## src/rtl/bus_copy_master.sv

```systemverilog
// Bus initiator that copies len 32-bit words from src to dst using read/write cycles.
// Optional completion interrupt register enabled by defining BUS_COPY_IRQ_EN.
module bus_copy_master #(
    parameter int LEN_W = 8
) (
    input  logic             clk,
    input  logic             reset,
    input  logic             start,
    input  logic [31:0]      src,
    input  logic [31:0]      dst,
    input  logic [LEN_W-1:0] len,
    output logic             busy,
    output logic             done,
    output logic             rd,
    output logic             wr,
    output logic [31:0]      addr,
    output logic [31:0]      wdata,
    input  logic [31:0]      rdata,
    input  logic             irq_ack,
    output logic             irqout
);

    typedef enum logic [1:0] {
        IDLE   = 2'd0,
        READ   = 2'd1,
        WRITE  = 2'd2,
        FINISH = 2'd3
    } state_t;

    state_t             state_reg, state_next;
    logic [31:0]        src_ptr_reg, src_ptr_next;
    logic [31:0]        dst_ptr_reg, dst_ptr_next;
    logic [LEN_W-1:0]   count_reg, count_next;
    logic [31:0]        data_buf_reg, data_buf_next;

    // Word alignment discards the low address bits.
    logic [3:0] unused_low_bits;
    assign unused_low_bits = {src[1:0], dst[1:0]};

    always_ff @(posedge clk or negedge reset) begin
        if (!reset) begin
            state_reg    <= IDLE;
            src_ptr_reg  <= 32'h0;
            dst_ptr_reg  <= 32'h0;
            count_reg    <= '0;
            data_buf_reg <= 32'h0;
        end else begin
            state_reg    <= state_next;
            src_ptr_reg  <= src_ptr_next;
            dst_ptr_reg  <= dst_ptr_next;
            count_reg    <= count_next;
            data_buf_reg <= data_buf_next;
        end
    end

    always_comb begin
        state_next    = state_reg;
        src_ptr_next  = src_ptr_reg;
        dst_ptr_next  = dst_ptr_reg;
        count_next    = count_reg;
        data_buf_next = data_buf_reg;
        busy          = 1'b0;
        done          = 1'b0;
        rd            = 1'b0;
        wr            = 1'b0;
        addr          = 32'h0;
        wdata         = 32'h0;
        case (state_reg)
            IDLE: begin
                if (start) begin
                    src_ptr_next = {src[31:2], 2'b00};
                    dst_ptr_next = {dst[31:2], 2'b00};
                    count_next   = len;
                    state_next   = (len != '0) ? READ : FINISH;
                end
            end
            READ: begin
                busy          = 1'b1;
                rd            = 1'b1;
                addr          = src_ptr_reg;
                data_buf_next = rdata;
                state_next    = WRITE;
            end
            WRITE: begin
                busy         = 1'b1;
                wr           = 1'b1;
                addr         = dst_ptr_reg;
                wdata        = data_buf_reg;
                // Pointers wrap modulo 2^32 by plain 32-bit addition.
                src_ptr_next = src_ptr_reg + 32'd4;
                dst_ptr_next = dst_ptr_reg + 32'd4;
                count_next   = count_reg - LEN_W'(1);
                state_next   = (count_reg == LEN_W'(1)) ? FINISH : READ;
            end
            FINISH: begin
                done       = 1'b1;
                state_next = IDLE;
            end
            default: state_next = IDLE;
        endcase
    end

`ifdef BUS_COPY_IRQ_EN
    logic irq_reg;

    // Setting on the FINISH exit edge takes priority over a simultaneous ack.
    always_ff @(posedge clk or negedge reset) begin
        if (!reset) begin
            irq_reg <= 1'b0;
        end else if (state_reg == FINISH) begin
            irq_reg <= 1'b1;
        end else if (irq_ack) begin
            irq_reg <= 1'b0;
        end
    end

    assign irqout = irq_reg;
`else
    logic unused_irq_ack;
    assign unused_irq_ack = irq_ack;
    assign irqout         = 1'b0;
`endif

endmodule

```

## config.mk

```make
export PLATFORM = sky130hd
export DESIGN_NAME = bus_copy_master
export DESIGN_NICKNAME = d
export VERILOG_FILES = /design/src/rtl/bus_copy_master.sv
export SDC_FILE = /design/constraint.sdc
export NUM_CORES = 1
export LEC_CHECK = 0
export BUFFER_PORTS_ARGS = -buffer_cell sky130_fd_sc_hd__buf_2
export CORE_MARGIN = 2
export CORE_UTILIZATION = 25
export DETAILED_ROUTE_END_ITERATION = 8
export PLACE_DENSITY = 0.46
export SLEW_MARGIN = 25
export SYNTH_ARGS = -nofsm -noshare
export SYNTH_HDL_FRONTEND = slang
export SYNTH_SLANG_ARGS = --single-unit
```

## constraint.sdc

```tcl
create_clock -name clk -period 5.65 [get_ports clk]
set_clock_uncertainty 0.2 [all_clocks]
set_input_delay 0.2825 -clock clk [delete_from_list [all_inputs] [get_ports clk]]
set_output_delay 0.2825 -clock clk [all_outputs]
set_load 0.005 [all_outputs]
```

==> summary.md <==
| Metric | Value |
|---|---|
| WL final | `21.7 mm` |
| Root Driver | `clkbuf_16` |
| Postcts setup bufs | `0` |
| Final Max Tran Viols | `0` |
| Routed via count | `6122` |
| Min-Delay Path Depth | `3` |
| Reg-to-Reg End | `src_ptr_reg[15]` |
| Footprint of the multi-input gates | `0.00357 mm2` |
| Worst path bufs/invs | `3` |
| Clock slew at reported path FFs | `0.07 ns` |
| Drt first pass iters | `5` |
| WS Path Type | `flip-flop to primary output` |
| Row cnt | `58` |
| Static leakage | `3.72 nW` |
| Worst setup SP type | `flip-flop` |
| Vias in the first global route | `5798` |
| CTS tree | `yes` |
| Worst hold endpoint | `src_ptr_reg[5]` |
| Initial DRC count | `385` |
| # fillers | `2648` |
| Worst reg-to-reg path cell count | `8` |
| Final-report hold violation count | `0` |
| H-tree Lvls | `3` |
| Peak Freq | `288 MHz` |
| FF/Latch Area | `0.00255 mm2` |
| Pin count of the biggest net entering global routing | `81` |
| Hold-fix buffers, CTS | `42` |
| Synth Register Bits | `102` |
| Setup violations, final | `0` |
| Final HPWL DP | `14.6 mm` |
| CTS resizes | `0` |
| Core Box Area | `0.0252 mm2` |
| Most instantiated cells after synthesis | `102 x dfrtp_1, 52 x a21oi_1, 41 x nand2_1` |
| R2R setup slack | `2.22 ns` |
| Period utilization | `61.4%` |
| IR drop worst, VDD | `0.125 mV` |
| Grt ovf | `0` |
| Reg-to-reg startpoint | `state_reg[0]` |
| Critical path fanouts, max | `80` |
| Max Buffers Root-to-Sink | `2` |
| Synth top area cells | `dfrtp_1 40%, mux2_2 5.6%, a22oi_1 4.3%, a21oi_1 4.0%, o22ai_1 3.5%` |
| Crit path max-delay cell type | `buf_4` |
| Ys async rst share | `100%` |
| CP required | `5.17 ns` |
| CP delay by family, top | `buffers and inverters` |
| Arr. time, crit path | `2.99 ns` |
| Die area | `0.0270 mm2` |
| Prevailing post-synth register cell | `dfrtp_1` |
| Mapped Cells | `710` |
| Slew @ Worst Pin | `0.966 ns` |
| Port buffer count | `168` |
| Wire per inst | `17.8 um` |
| Period minus WS final | `3.47 ns` |
| Tot Pwr | `1.50 mW` |
| Unique masters post-synth | `64` |
| Post-synthesis cell area | `0.00643 mm2` |
| GRT Util Overall | `16.1%` |
| Post-synth EDFFs | `0` |
| Gpl congestion | `0.743` |
| Crit end category | `primary output` |
| CP Depth | `6` |
| Routed vias/inst | `5.03` |
| CP max stage delay | `0.80 ns` |
| Max cap viols | `0` |
| CTS sink cnt | `102` |
| First-pass GRT wire length | `33.6 mm` |
| Antenna viol nets, final | `0` |
| Rel. slew slack | `35.6%` |
| Worst hold path class | `input pin to flip-flop` |
| Cell with the most instances after synthesis | `dfrtp_1` |
| Mapped Avg Cell Area | `9.06 um2` |
| Area delta synth->final | `28.2%` |
| Yosys top cell area share | `39.7%` |
| Yosys warns | `0` |
| Area leader, netlist | `dfrtp_1` |
| Die height | `164 um` |
| Setup TNS | `0 ns` |
| Largest register FFs | `32` |
| Share of post-route cells with drive strength above 1 | `27.2%` |
| Initial antenna violation count | `5` |
| Top Ports | `177` |
| CTS Buf Count | `9` |
| Fin nets | `997` |
| CP cell instances | `inv_1 -> ha_4 -> buf_4 -> a22oi_1 -> nor2b_1 -> buf_2` |
| RSZ-0062 raised after global routing | `no` |
| Die W | `164 um` |
| Starting density of the core | `25.5%` |
| Register area share after synthesis | `39.7%` |
| Outcome | `completed` |
| Clock latency on the worst-skew pair | `0.35 ns` |
| Remaining DRCs | `0` |
| Pwr/cell area | `182 mW/mm2` |
| Min-Delay Startpoint | `src[5]` |
[worst max path at each step]
stage / startpoint / endpoint / slack, ns
finish: state_reg[0] / addr[15] / 2.18
global route: state_reg[0] / dst_ptr_reg[7] / 1.82
CTS: state_reg[0] / src_ptr_reg[18] / 2.02
global placement: state_reg[0] / src_ptr_reg[18] / 2.06
floorplan: state_reg[0] / addr[29] / 3.42
detailed placement: state_reg[0] / src_ptr_reg[18] / 2.07
[logic make-up after synthesis]
family,synth area share [%]
and+or+nand+nor,22.4
AOI/OAI and AO/OA,21.5
DFF,39.7
buffers and inverters,5.53
muxes,9.03
adders and majority gates,1.75
other,0.0583
[worst register-to-register path, stage by stage, from the launching register on]
cell and delay, ns:
dfrtp_1 0.41, inv_1 0.17, ha_4 0.63, inv_1 0.59, o21ai_4 0.29, buf_4 0.62
nand2_1 0.13, mux2i_1 0.16, a21oi_1 0.08
[through the flow]
step / setup WS, ns / std cells / util (%) / cell area (um2) / hold slack, ns
after CTS: 2.02 / 1215 / 32.7 / 8230 / 0.00338
after floorplan: 3.42 / 712 / - / 6440 / -0.213
after global placement: 2.06 / 1157 / 29.9 / 7520 / 0.207
after detailed placement: 2.07 / 1157 / 29.9 / 7520 / 0.212
after global routing: 1.82 / 1215 / 32.7 / 8240 / 0.00246
final: 2.18 / 1217 / 32.7 / 8240 / 0.0110
[routing by layer]
metal,part of all wire [%],vias to the layer above,routed length [um],global-route usage [%]
li1,-,2987,-,-
met1,49,2955,10500,23.2
met2,45,162,9720,24.8
met3,5.9,12,1270,4.12
met4,0.57,6,123,2.49
met5,0.20,-,44,0
[cells in the final DEF (no fill, tap or decap), types with 3 or more instances in the layout]
cell             n
dfrtp_1        102
and2_1          35
or3_1            4
nand3_1         35
nor2_1          19
and3_1          18
o22ai_1         36
ha_1             7
clkbuf_16        9
conb_1           3
nand2_1         40
a2bb2oi_1        9
dlygate4sd3_1   42
nor2b_1         28
a22oi_1         37
nand4_1         13
mux2_2          32
a21boi_0         4
clkbuf_1         3
buf_4            7
nor4_1           9
buf_2          167
o31ai_1          4
a21o_1           3
o21ai_0         35
a21oi_1         52
mux2i_1         21
a211o_1          3
a31oi_1          9
and4_1           8
nor3_1           9
o211ai_1         3
inv_1           26
or4_1            3
nand3b_1         3
[where the power goes]
group / switching, mW / internal, mW / total (mW) / leakage, nW
registers: 0.00458 / 0.741 / 0.746 / 1.11
clock network: 0.300 / 0.358 / 0.658 / 0.144
logic: 0.0419 / 0.0580 / 0.0999 / 2.47
[final cells by class]
class	count	share of cell area, %
antenna	2	0.0607
timing repair buffer	216	15.9
clock buffer	13	3.04
clock inverter	3	0.531
tap	330	5.01
inverter	26	1.18
multi-input combinational	525	43.3
sequential	102	31.0
(Power assumes the default switching activity.)
